`config.mk`:
```
export PLATFORM = sky130hd
export DESIGN_NAME = ddr_ring_fifo_ctrl_flat
export DESIGN_NICKNAME = d
export VERILOG_FILES = /design/src/rtl/ddr_ring_fifo_ctrl_pkg.sv /design/src/rtl/ddr_ring_fifo_ctrl_if.sv /design/src/rtl/ddr_ring_fifo_ctrl.sv /design/src/flat_wrapper.sv
export SDC_FILE = /design/constraint.sdc
export NUM_CORES = 1
export LEC_CHECK = 0
export CORE_MARGIN = 2
export CORE_UTILIZATION = 38
export CTS_BUF_LIST = sky130_fd_sc_hd__clkbuf_8
export DETAILED_ROUTE_END_ITERATION = 10
export GPL_ROUTABILITY_DRIVEN = 0
export PLACE_DENSITY = 0.81
export RECOVER_POWER = 50
export SYNTH_ARGS = -nofsm -noshare
export SYNTH_HDL_FRONTEND = slang
export SYNTH_SLANG_ARGS = --single-unit
```
`constraint.sdc`:
```
create_clock -name clk -period 10.5 [get_ports clk]
set_input_delay 2.1 -clock clk [delete_from_list [all_inputs] [get_ports clk]]
set_output_delay 2.1 -clock clk [all_outputs]
set_load 0.03 [all_outputs]
```
`src/rtl/ddr_ring_fifo_ctrl_pkg.sv`:
```
`timescale 1ns/1ps
// Shared types and MCB constants for the DDR ring FIFO controller.
package ddr_ring_fifo_ctrl_pkg;

    typedef enum logic [2:0] {
        MCB_WRITE    = 3'b000,
        MCB_READ     = 3'b001,
        MCB_WRITE_AP = 3'b010,
        MCB_READ_AP  = 3'b011,
        MCB_REFRESH  = 3'b100
    } mcb_instr_t;

    localparam int MCB_MAX_BL = 64;

    typedef enum logic [1:0] {W_CALIB, W_FILL, W_CMD, W_WAIT} wr_state_t;
    typedef enum logic [1:0] {R_CALIB, R_IDLE, R_CMD, R_DRAIN} rd_state_t;

    // Byte address of a ring slot; each word is 4 bytes.
    function automatic logic [29:0] slot_addr(input logic [29:0] base,
                                              input int unsigned slot,
                                              input int unsigned burst_words);
        return base + 30'(slot * burst_words * 32'd4);
    endfunction

endpackage

```
`src/rtl/ddr_ring_fifo_ctrl_if.sv`:
```
`timescale 1ns/1ps
// Stream and MCB port p0/p2 signals seen by the ring FIFO controller.
// master = the controller, slave = producer/consumer plus the MCB.
interface ddr_ring_fifo_ctrl_if;
    logic [31:0] s_data;
    logic        s_valid;
    logic        s_ready;
    logic [31:0] m_data;
    logic        m_valid;
    logic        m_ready;

    logic        c3_p0_cmd_en;
    logic [2:0]  c3_p0_cmd_instr;
    logic [5:0]  c3_p0_cmd_bl;
    logic [29:0] c3_p0_cmd_byte_addr;
    logic        c3_p0_cmd_empty;
    logic        c3_p0_cmd_full;
    logic        c3_p0_wr_en;
    logic [3:0]  c3_p0_wr_mask;
    logic [31:0] c3_p0_wr_data;
    logic        c3_p0_wr_full;
    logic        c3_p0_wr_empty;
    logic        c3_p0_wr_underrun;
    logic        c3_p0_wr_error;

    logic        c3_p2_cmd_en;
    logic [2:0]  c3_p2_cmd_instr;
    logic [5:0]  c3_p2_cmd_bl;
    logic [29:0] c3_p2_cmd_byte_addr;
    logic        c3_p2_cmd_full;
    logic        c3_p2_rd_en;
    logic [31:0] c3_p2_rd_data;
    logic        c3_p2_rd_empty;
    logic        c3_p2_rd_overflow;
    logic        c3_p2_rd_error;

    modport master (
        input  s_data, s_valid, m_ready,
        output s_ready, m_data, m_valid,
        output c3_p0_cmd_en, c3_p0_cmd_instr, c3_p0_cmd_bl, c3_p0_cmd_byte_addr,
        input  c3_p0_cmd_empty, c3_p0_cmd_full,
        output c3_p0_wr_en, c3_p0_wr_mask, c3_p0_wr_data,
        input  c3_p0_wr_full, c3_p0_wr_empty, c3_p0_wr_underrun, c3_p0_wr_error,
        output c3_p2_cmd_en, c3_p2_cmd_instr, c3_p2_cmd_bl, c3_p2_cmd_byte_addr,
        input  c3_p2_cmd_full,
        output c3_p2_rd_en,
        input  c3_p2_rd_data, c3_p2_rd_empty, c3_p2_rd_overflow, c3_p2_rd_error
    );

    modport slave (
        output s_data, s_valid, m_ready,
        input  s_ready, m_data, m_valid,
        input  c3_p0_cmd_en, c3_p0_cmd_instr, c3_p0_cmd_bl, c3_p0_cmd_byte_addr,
        output c3_p0_cmd_empty, c3_p0_cmd_full,
        input  c3_p0_wr_en, c3_p0_wr_mask, c3_p0_wr_data,
        output c3_p0_wr_full, c3_p0_wr_empty, c3_p0_wr_underrun, c3_p0_wr_error,
        input  c3_p2_cmd_en, c3_p2_cmd_instr, c3_p2_cmd_bl, c3_p2_cmd_byte_addr,
        output c3_p2_cmd_full,
        input  c3_p2_rd_en,
        output c3_p2_rd_data, c3_p2_rd_empty, c3_p2_rd_overflow, c3_p2_rd_error
    );
endinterface

```
`src/rtl/ddr_ring_fifo_ctrl.sv`:
```
`timescale 1ns/1ps
// Stream FIFO backed by a ring of DDR bursts: the write FSM packs s_data into bursts on p0,
// the read FSM replays committed bursts from p2 in order; a shared level counts occupied slots.
module ddr_ring_fifo_ctrl
    import ddr_ring_fifo_ctrl_pkg::*;
#(
    parameter int BURST_WORDS  = 32,
    parameter int DEPTH_BURSTS = 1024,
    parameter int BASE_ADDR    = 0
) (
    input  logic                          clk,
    input  logic                          rst_n,
    input  logic                          c3_calib_done,
    ddr_ring_fifo_ctrl_if.master          bus,
    output logic [$clog2(DEPTH_BURSTS):0] level,
    output logic                          full,
    output logic                          empty,
    output logic                          err
);

    localparam int LVL_W = $clog2(DEPTH_BURSTS) + 1;
    localparam int PTR_W = (DEPTH_BURSTS > 1) ? $clog2(DEPTH_BURSTS) : 1;
    localparam int CNT_W = $clog2(MCB_MAX_BL + 1);

    localparam logic [CNT_W-1:0] LAST_WORD = CNT_W'(BURST_WORDS - 1);
    localparam logic [PTR_W-1:0] LAST_SLOT = PTR_W'(DEPTH_BURSTS - 1);
    localparam logic [LVL_W-1:0] LVL_FULL  = LVL_W'(DEPTH_BURSTS);
    localparam logic [5:0]       CMD_BL    = 6'(BURST_WORDS - 1);
    localparam logic [29:0]      BASE      = 30'(BASE_ADDR);

    wr_state_t        w_state;
    rd_state_t        r_state;
    logic [CNT_W-1:0] wcnt, rcnt;
    logic [PTR_W-1:0] wr_ptr, rd_ptr;

    logic             p0_cmd_en_q, p2_cmd_en_q;
    mcb_instr_t       p0_instr_q, p2_instr_q;
    logic [5:0]       p0_bl_q, p2_bl_q;
    logic [29:0]      p0_addr_q, p2_addr_q;

    logic             s_ready_c, wr_accept, commit;
    logic             m_valid_c, rd_pop, drain_done;

    assign full  = (level == LVL_FULL);
    assign empty = (level == '0);

    // A burst in progress must finish even when the ring is full, hence the wcnt term.
    assign s_ready_c  = (w_state == W_FILL) && !bus.c3_p0_wr_full && ((wcnt != '0) || !full);
    assign wr_accept  = bus.s_valid && s_ready_c;
    assign commit     = (w_state == W_WAIT) && bus.c3_p0_cmd_empty && bus.c3_p0_wr_empty;

    assign m_valid_c  = (r_state == R_DRAIN) && !bus.c3_p2_rd_empty;
    assign rd_pop     = m_valid_c && bus.m_ready;
    assign drain_done = rd_pop && (rcnt == LAST_WORD);

    assign bus.s_ready             = s_ready_c;
    assign bus.c3_p0_wr_en         = wr_accept;
    assign bus.c3_p0_wr_data       = bus.s_data;
    assign bus.c3_p0_wr_mask       = 4'b0000;
    assign bus.c3_p0_cmd_en        = p0_cmd_en_q;
    assign bus.c3_p0_cmd_instr     = p0_instr_q;
    assign bus.c3_p0_cmd_bl        = p0_bl_q;
    assign bus.c3_p0_cmd_byte_addr = p0_addr_q;

    assign bus.m_valid             = m_valid_c;
    assign bus.m_data              = bus.c3_p2_rd_data;
    assign bus.c3_p2_rd_en         = rd_pop;
    assign bus.c3_p2_cmd_en        = p2_cmd_en_q;
    assign bus.c3_p2_cmd_instr     = p2_instr_q;
    assign bus.c3_p2_cmd_bl        = p2_bl_q;
    assign bus.c3_p2_cmd_byte_addr = p2_addr_q;

    // Write side: fill a burst into the p0 write FIFO, issue the command, wait until the MCB drains it.
    // NOTE: state uses non-blocking assignments so every block samples pre-edge values.
    always_ff @(posedge clk or negedge rst_n) begin
        if (!rst_n) begin
            w_state     <= W_CALIB;
            wcnt        <= '0;
            wr_ptr      <= '0;
            p0_cmd_en_q <= 1'b0;
            p0_instr_q  <= MCB_WRITE;
            p0_bl_q     <= '0;
            p0_addr_q   <= '0;
        end else begin
            p0_cmd_en_q <= 1'b0;
            case (w_state)
                W_CALIB: if (c3_calib_done) w_state <= W_FILL;
                W_FILL: begin
                    if (wr_accept) begin
                        if (wcnt == LAST_WORD) begin
                            wcnt    <= '0;
                            w_state <= W_CMD;
                        end else begin
                            wcnt <= wcnt + 1'b1;
                        end
                    end
                end
                W_CMD: begin
                    if (!bus.c3_p0_cmd_full) begin
                        p0_cmd_en_q <= 1'b1;
                        p0_instr_q  <= MCB_WRITE;
                        p0_bl_q     <= CMD_BL;
                        p0_addr_q   <= slot_addr(BASE, 32'(wr_ptr), BURST_WORDS);
                        wr_ptr      <= (wr_ptr == LAST_SLOT) ? '0 : wr_ptr + 1'b1;
                        w_state     <= W_WAIT;
                    end
                end
                W_WAIT: if (commit) w_state <= W_FILL;
                default: w_state <= W_CALIB;
            endcase
        end
    end

    // Read side: one p2 read outstanding; the slot stays counted in level until fully drained.
    always_ff @(posedge clk or negedge rst_n) begin
        if (!rst_n) begin
            r_state     <= R_CALIB;
            rcnt        <= '0;
            rd_ptr      <= '0;
            p2_cmd_en_q <= 1'b0;
            p2_instr_q  <= MCB_WRITE;
            p2_bl_q     <= '0;
            p2_addr_q   <= '0;
        end else begin
            p2_cmd_en_q <= 1'b0;
            case (r_state)
                R_CALIB: if (c3_calib_done) r_state <= R_IDLE;
                R_IDLE: begin
                    if (!empty && !bus.c3_p2_cmd_full) begin
                        p2_cmd_en_q <= 1'b1;
                        p2_instr_q  <= MCB_READ;
                        p2_bl_q     <= CMD_BL;
                        p2_addr_q   <= slot_addr(BASE, 32'(rd_ptr), BURST_WORDS);
                        r_state     <= R_CMD;
                    end
                end
                R_CMD: r_state <= R_DRAIN;
                R_DRAIN: begin
                    if (drain_done) begin
                        rcnt    <= '0;
                        rd_ptr  <= (rd_ptr == LAST_SLOT) ? '0 : rd_ptr + 1'b1;
                        r_state <= R_IDLE;
                    end else if (rd_pop) begin
                        rcnt <= rcnt + 1'b1;
                    end
                end
                default: r_state <= R_CALIB;
            endcase
        end
    end

    always_ff @(posedge clk or negedge rst_n) begin
        if (!rst_n) begin
            level <= '0;
            err   <= 1'b0;
        end else begin
            case ({commit, drain_done})
                2'b10:   level <= level + 1'b1;
                2'b01:   level <= level - 1'b1;
                default: level <= level;
            endcase
            if (bus.c3_p0_wr_underrun || bus.c3_p0_wr_error ||
                bus.c3_p2_rd_overflow || bus.c3_p2_rd_error)
                err <= 1'b1;
        end
    end

endmodule

```
`src/flat_wrapper.sv`:
```
// flat-port wrapper written by rule: the top's interface ports become plain ports
module ddr_ring_fifo_ctrl_flat import ddr_ring_fifo_ctrl_pkg::*;
#(
    parameter int BURST_WORDS  = 32,
    parameter int DEPTH_BURSTS = 1024,
    parameter int BASE_ADDR    = 0
)
  (clk, rst_n, c3_calib_done, level, full, empty, err, bus_s_data, bus_s_valid, bus_m_ready, bus_s_ready, bus_m_data, bus_m_valid, bus_c3_p0_cmd_en, bus_c3_p0_cmd_instr, bus_c3_p0_cmd_bl, bus_c3_p0_cmd_byte_addr, bus_c3_p0_cmd_empty, bus_c3_p0_cmd_full, bus_c3_p0_wr_en, bus_c3_p0_wr_mask, bus_c3_p0_wr_data, bus_c3_p0_wr_full, bus_c3_p0_wr_empty, bus_c3_p0_wr_underrun, bus_c3_p0_wr_error, bus_c3_p2_cmd_en, bus_c3_p2_cmd_instr, bus_c3_p2_cmd_bl, bus_c3_p2_cmd_byte_addr, bus_c3_p2_cmd_full, bus_c3_p2_rd_en, bus_c3_p2_rd_data, bus_c3_p2_rd_empty, bus_c3_p2_rd_overflow, bus_c3_p2_rd_error);
  ddr_ring_fifo_ctrl_if bus_i ();
  input  logic clk;
  input  logic rst_n;
  input  logic c3_calib_done;
  output logic [$clog2(DEPTH_BURSTS):0] level;
  output logic full;
  output logic empty;
  output logic err;
  input wire logic [$bits(bus_i.s_data)-1:0] bus_s_data;
  input wire logic [$bits(bus_i.s_valid)-1:0] bus_s_valid;
  input wire logic [$bits(bus_i.m_ready)-1:0] bus_m_ready;
  output wire logic [$bits(bus_i.s_ready)-1:0] bus_s_ready;
  output wire logic [$bits(bus_i.m_data)-1:0] bus_m_data;
  output wire logic [$bits(bus_i.m_valid)-1:0] bus_m_valid;
  output wire logic [$bits(bus_i.c3_p0_cmd_en)-1:0] bus_c3_p0_cmd_en;
  output wire logic [$bits(bus_i.c3_p0_cmd_instr)-1:0] bus_c3_p0_cmd_instr;
  output wire logic [$bits(bus_i.c3_p0_cmd_bl)-1:0] bus_c3_p0_cmd_bl;
  output wire logic [$bits(bus_i.c3_p0_cmd_byte_addr)-1:0] bus_c3_p0_cmd_byte_addr;
  input wire logic [$bits(bus_i.c3_p0_cmd_empty)-1:0] bus_c3_p0_cmd_empty;
  input wire logic [$bits(bus_i.c3_p0_cmd_full)-1:0] bus_c3_p0_cmd_full;
  output wire logic [$bits(bus_i.c3_p0_wr_en)-1:0] bus_c3_p0_wr_en;
  output wire logic [$bits(bus_i.c3_p0_wr_mask)-1:0] bus_c3_p0_wr_mask;
  output wire logic [$bits(bus_i.c3_p0_wr_data)-1:0] bus_c3_p0_wr_data;
  input wire logic [$bits(bus_i.c3_p0_wr_full)-1:0] bus_c3_p0_wr_full;
  input wire logic [$bits(bus_i.c3_p0_wr_empty)-1:0] bus_c3_p0_wr_empty;
  input wire logic [$bits(bus_i.c3_p0_wr_underrun)-1:0] bus_c3_p0_wr_underrun;
  input wire logic [$bits(bus_i.c3_p0_wr_error)-1:0] bus_c3_p0_wr_error;
  output wire logic [$bits(bus_i.c3_p2_cmd_en)-1:0] bus_c3_p2_cmd_en;
  output wire logic [$bits(bus_i.c3_p2_cmd_instr)-1:0] bus_c3_p2_cmd_instr;
  output wire logic [$bits(bus_i.c3_p2_cmd_bl)-1:0] bus_c3_p2_cmd_bl;
  output wire logic [$bits(bus_i.c3_p2_cmd_byte_addr)-1:0] bus_c3_p2_cmd_byte_addr;
  input wire logic [$bits(bus_i.c3_p2_cmd_full)-1:0] bus_c3_p2_cmd_full;
  output wire logic [$bits(bus_i.c3_p2_rd_en)-1:0] bus_c3_p2_rd_en;
  input wire logic [$bits(bus_i.c3_p2_rd_data)-1:0] bus_c3_p2_rd_data;
  input wire logic [$bits(bus_i.c3_p2_rd_empty)-1:0] bus_c3_p2_rd_empty;
  input wire logic [$bits(bus_i.c3_p2_rd_overflow)-1:0] bus_c3_p2_rd_overflow;
  input wire logic [$bits(bus_i.c3_p2_rd_error)-1:0] bus_c3_p2_rd_error;
  assign bus_i.s_data = bus_s_data;
  assign bus_i.s_valid = bus_s_valid;
  assign bus_i.m_ready = bus_m_ready;
  assign bus_s_ready = bus_i.s_ready;
  assign bus_m_data = bus_i.m_data;
  assign bus_m_valid = bus_i.m_valid;
  assign bus_c3_p0_cmd_en = bus_i.c3_p0_cmd_en;
  assign bus_c3_p0_cmd_instr = bus_i.c3_p0_cmd_instr;
  assign bus_c3_p0_cmd_bl = bus_i.c3_p0_cmd_bl;
  assign bus_c3_p0_cmd_byte_addr = bus_i.c3_p0_cmd_byte_addr;
  assign bus_i.c3_p0_cmd_empty = bus_c3_p0_cmd_empty;
  assign bus_i.c3_p0_cmd_full = bus_c3_p0_cmd_full;
  assign bus_c3_p0_wr_en = bus_i.c3_p0_wr_en;
  assign bus_c3_p0_wr_mask = bus_i.c3_p0_wr_mask;
  assign bus_c3_p0_wr_data = bus_i.c3_p0_wr_data;
  assign bus_i.c3_p0_wr_full = bus_c3_p0_wr_full;
  assign bus_i.c3_p0_wr_empty = bus_c3_p0_wr_empty;
  assign bus_i.c3_p0_wr_underrun = bus_c3_p0_wr_underrun;
  assign bus_i.c3_p0_wr_error = bus_c3_p0_wr_error;
  assign bus_c3_p2_cmd_en = bus_i.c3_p2_cmd_en;
  assign bus_c3_p2_cmd_instr = bus_i.c3_p2_cmd_instr;
  assign bus_c3_p2_cmd_bl = bus_i.c3_p2_cmd_bl;
  assign bus_c3_p2_cmd_byte_addr = bus_i.c3_p2_cmd_byte_addr;
  assign bus_i.c3_p2_cmd_full = bus_c3_p2_cmd_full;
  assign bus_c3_p2_rd_en = bus_i.c3_p2_rd_en;
  assign bus_i.c3_p2_rd_data = bus_c3_p2_rd_data;
  assign bus_i.c3_p2_rd_empty = bus_c3_p2_rd_empty;
  assign bus_i.c3_p2_rd_overflow = bus_c3_p2_rd_overflow;
  assign bus_i.c3_p2_rd_error = bus_c3_p2_rd_error;
  ddr_ring_fifo_ctrl #(.BURST_WORDS(BURST_WORDS), .DEPTH_BURSTS(DEPTH_BURSTS), .BASE_ADDR(BASE_ADDR)) u_core (.clk(clk), .rst_n(rst_n), .c3_calib_done(c3_calib_done), .bus(bus_i), .level(level), .full(full), .empty(empty), .err(err));
endmodule
```
==> results.toml <==
[clock_tree]
clock-sinks = 74
clk_root_buffer_cell = "clkbuf_8"
cts_setup_buffers = 0
cts_buffers = 9
cts_resized = 0
h-tree-depth = 3
clk_latency_ns = 0.37
cts_tree = "done"
clkSlewWorstSetupHoldPaths_ns = 0.08
cts_max_path_buffers = 2
postCtsHoldBufs = 0

[global_route]
antenna_found_initial = 0
overflow = 0
track_usage_pct = 13.4
grt_pass1_vias = 2942
grt_pass1_wl_um = 14200
grt_max_degree = 75

[die]
die_w_um = 116
num_rows = 41
die-height_um = 116
core_um2 = 12500
die-area_um2 = 13600
io_pins = 245
start_util_pct = 38.5

[placed_design]
place_area_um2 = 4860
place_hpwl_um = 6070
dp_cells = 676
port_buffers = 65

[route]
wire_per_inst_um = 12.3
ant_nets = 0
drc_errors = 0
drt_iter0_markers = 209
viasPerCell = 4.65
wl_um = 8480
vias = 3214
firstDrtPassIters = 4

[power_and_ir_drop]
peakVddDrop_uv = 95.9
p_per_area_nw_per_um2 = 185
leakagePower_nw = 2.40

[yosys]
async_flop_share_pct = 100
synth-seq-cells = 74
yosys_warnings = 0
synth_top_area_share_pct = 38.6
synth_ff_type = "dfrtp_1"
avgSynthCellArea_um2 = 9.06
synth.distinct_cells = 57
synthTopCellsByArea = "dfrtp_1 (39%), buf_4 (19%), nand2_1 (5.2%), ha_1 (4.4%), xnor2_1 (3.6%)"
yosys.area.top_type = "dfrtp_1"
synth_area_um2 = 4800
synth_edf_count = 0
synthCells = 530
yosysSeqAreaShare_pct = 38.6

[worst_setup_path]
crit_slowest_cell = "ha_1"
worstSetupEndpointType = "register"
slowest_delay_ns = 0.87
path_class = "input pin to register"
crit_required_ns = 10.78
worstPathCellList = "dlygate4sd3_1, nand3b_1, or3_1, or3_1, clkinvlp_2, ha_1, xor2_1, ha_1, and3b_1, o21ai_1, o211ai_1, and2_1, o41ai_1, xor2_1"
cp.arrival_ns = 6.63
cp-start-kind = "input pin"
crit_family = "simple AND/OR/NAND/NOR gates"
path_max_fanout = 31
cp_num_buf_inv = 2

[hold_path]
hold_path.class = "register to register"

[sta]
finalCriticalPeriod_ns = 6.34
finalSetupTns_ns = 0
max_slew_margin_pct = -162
finalSetupViolCount = 0
finalHoldViolations = 0
slew_viol_final = 75
worstMarginPinSlew_ns = 3.93
fin_crit_sh_pct = 60.4
timing.hold.ws_ns = 0.456
rsz0062_at_grt = "false"
skew_ns = 0.00987
clock.fmax_mhz = 158

[outcome]
violations = "max-capacitance violations, max-slew violations"
status = "finished with violations"

[layout]
num-nets-final = 611
areaGrowthSynthToFinish_pct = 4.98
final_area_um2 = 5040
drive_gt1_share_pct = 4.05
stdcell_count = 691
n_antenna_cell = 0

[job]
drv_cap = 1
[state kept, by name, summed over array words and instances (netlist names), 2 cells and up]
name,flops
u_core.bus.c3_p2_cmd_byte_addr,10
u_core.level,11
u_core.bus.c3_p0_cmd_byte_addr,10
u_core.rd_ptr,10
u_core.wr_ptr,10
u_core.w_state,2
u_core.r_state,2
u_core.rcnt,7
u_core.wcnt,7
[synthesized netlist by cell type (4+ instances only)]
cell / n
nand4_1: 6
o21ai_1: 13
a21oi_1: 11
nand3b_1: 4
nor2_1: 35
dfrtp_1: 74
o21ai_0: 6
inv_2: 4
clkbuf_1: 14
nor4_1: 5
nand3_1: 21
nor2b_1: 6
or3_1: 4
mux2_1: 13
nor3_1: 10
and3_1: 4
inv_1: 12
xor2_1: 11
xnor2_1: 20
buf_4: 124
nand2b_1: 6
nand2_1: 66
ha_1: 17
[where the power goes]
group | leakage (nW) | total, mW | internal, mW | switching (mW)
clock network | 0.101 | 0.227 | 0.121 | 0.106
logic | 1.32 | 0.322 | 0.128 | 0.195
registers | 0.980 | 0.383 | 0.330 | 0.0535
total | 2.40 | 0.933 | 0.579 | 0.354
[cell usage in the layout, fill, tap and decap left out, types with 2 or more instances in the layout]
cell / count
a21o_1: 2
a21oi_1: 11
and2_1: 3
and3_1: 4
clkbuf_1: 2
clkbuf_8: 11
clkdlybuf4s50_1: 36
conb_1: 51
dfrtp_1: 74
dlygate4sd3_1: 28
ha_1: 17
inv_1: 13
inv_2: 3
mux2_1: 13
mux2i_1: 3
nand2_1: 66
nand2b_1: 6
nand3_1: 21
nand3b_1: 5
nand4_1: 6
nor2_1: 35
nor2b_1: 6
nor3_1: 10
nor4_1: 5
o21ai_0: 7
o21ai_1: 12
o31ai_1: 3
o41ai_1: 2
or3_1: 4
xnor2_1: 20
xor2_1: 11
[worst paths after layout]
check / from / endpoint / slack [ns] / cells after the start
min in group asynchronous: rst_n / u_core.wcnt[0] / 3.09 / 1
max in group asynchronous: rst_n / u_core.wr_ptr[5] / 5.19 / 1
worst max register to register: u_core.r_state[0] / u_core.level[8] / 5.85 / 14
worst min-delay path: u_core.err / u_core.err / 0.46 / 2
worst min register to register: u_core.err / u_core.err / 0.46 / 2
worst max-delay path: bus_c3_p2_rd_empty / u_core.level[8] / 4.16 / 14
[cells by family (layout without fill, tap and decap cells)]
| group | after synthesis | after routing | synth area share, % |
|---|---|---|---|
| AOI/OAI and AO/OA | 52 | 52 | 7.14 |
| muxes | 17 | 17 | 3.91 |
| buffers and inverters | 160 | 99 | 22.3 |
| and+or+nand+nor | 178 | 178 | 17.9 |
| adders and majority gates | 17 | 17 | 4.43 |
| xor gates and xnor gates | 31 | 31 | 5.65 |
| DFF | 74 | 74 | 38.6 |
| other | 1 | 51 | 0.0781 |
[per-stage QoR]
step                      power (mW)  worst slack [ns]  util, %
after detailed placement       0.721              4.22     39.0
after global routing           0.998              3.80     40.4
after global placement         0.711              4.32     39.0
final                          0.933              4.16     40.4
after CTS                      0.954              4.62     40.6
after floorplan                0.681              5.02        -
[cell type report]
class / instances / area [µm²]
sequential: 74 / 1850
fill: 1247 / 7420
tap: 172 / 215
clock buffer: 11 / 151
timing repair buffer: 66 / 648
multi-input combinational: 346 / 2050
inverter: 18 / 68.8
clock inverter: 4 / 51.3
[per-layer routing]
layer / global-route usage (%) / vias to the layer above / wire length (µm)
met4: 8.10 / 0 / 230
met1: 16.7 / 1506 / 3740
met3: 4.57 / 34 / 623
met5: 0 / - / 0
met2: 20.0 / 119 / 3880
li1: - / 1555 / -
[worst register-to-register path: stages (launching register included)]
cell,delay [ns]
dfrtp_1,0.40
ha_1,0.25
nand3b_1,0.22
or3_1,0.38
or3_1,0.42
clkinvlp_2,0.29
ha_1,0.87
xor2_1,0.17
ha_1,0.26
and3b_1,0.19
o21ai_1,0.15
o211ai_1,0.17
and2_1,0.21
o41ai_1,0.40
xor2_1,0.18
(Power assumes the default switching activity.)
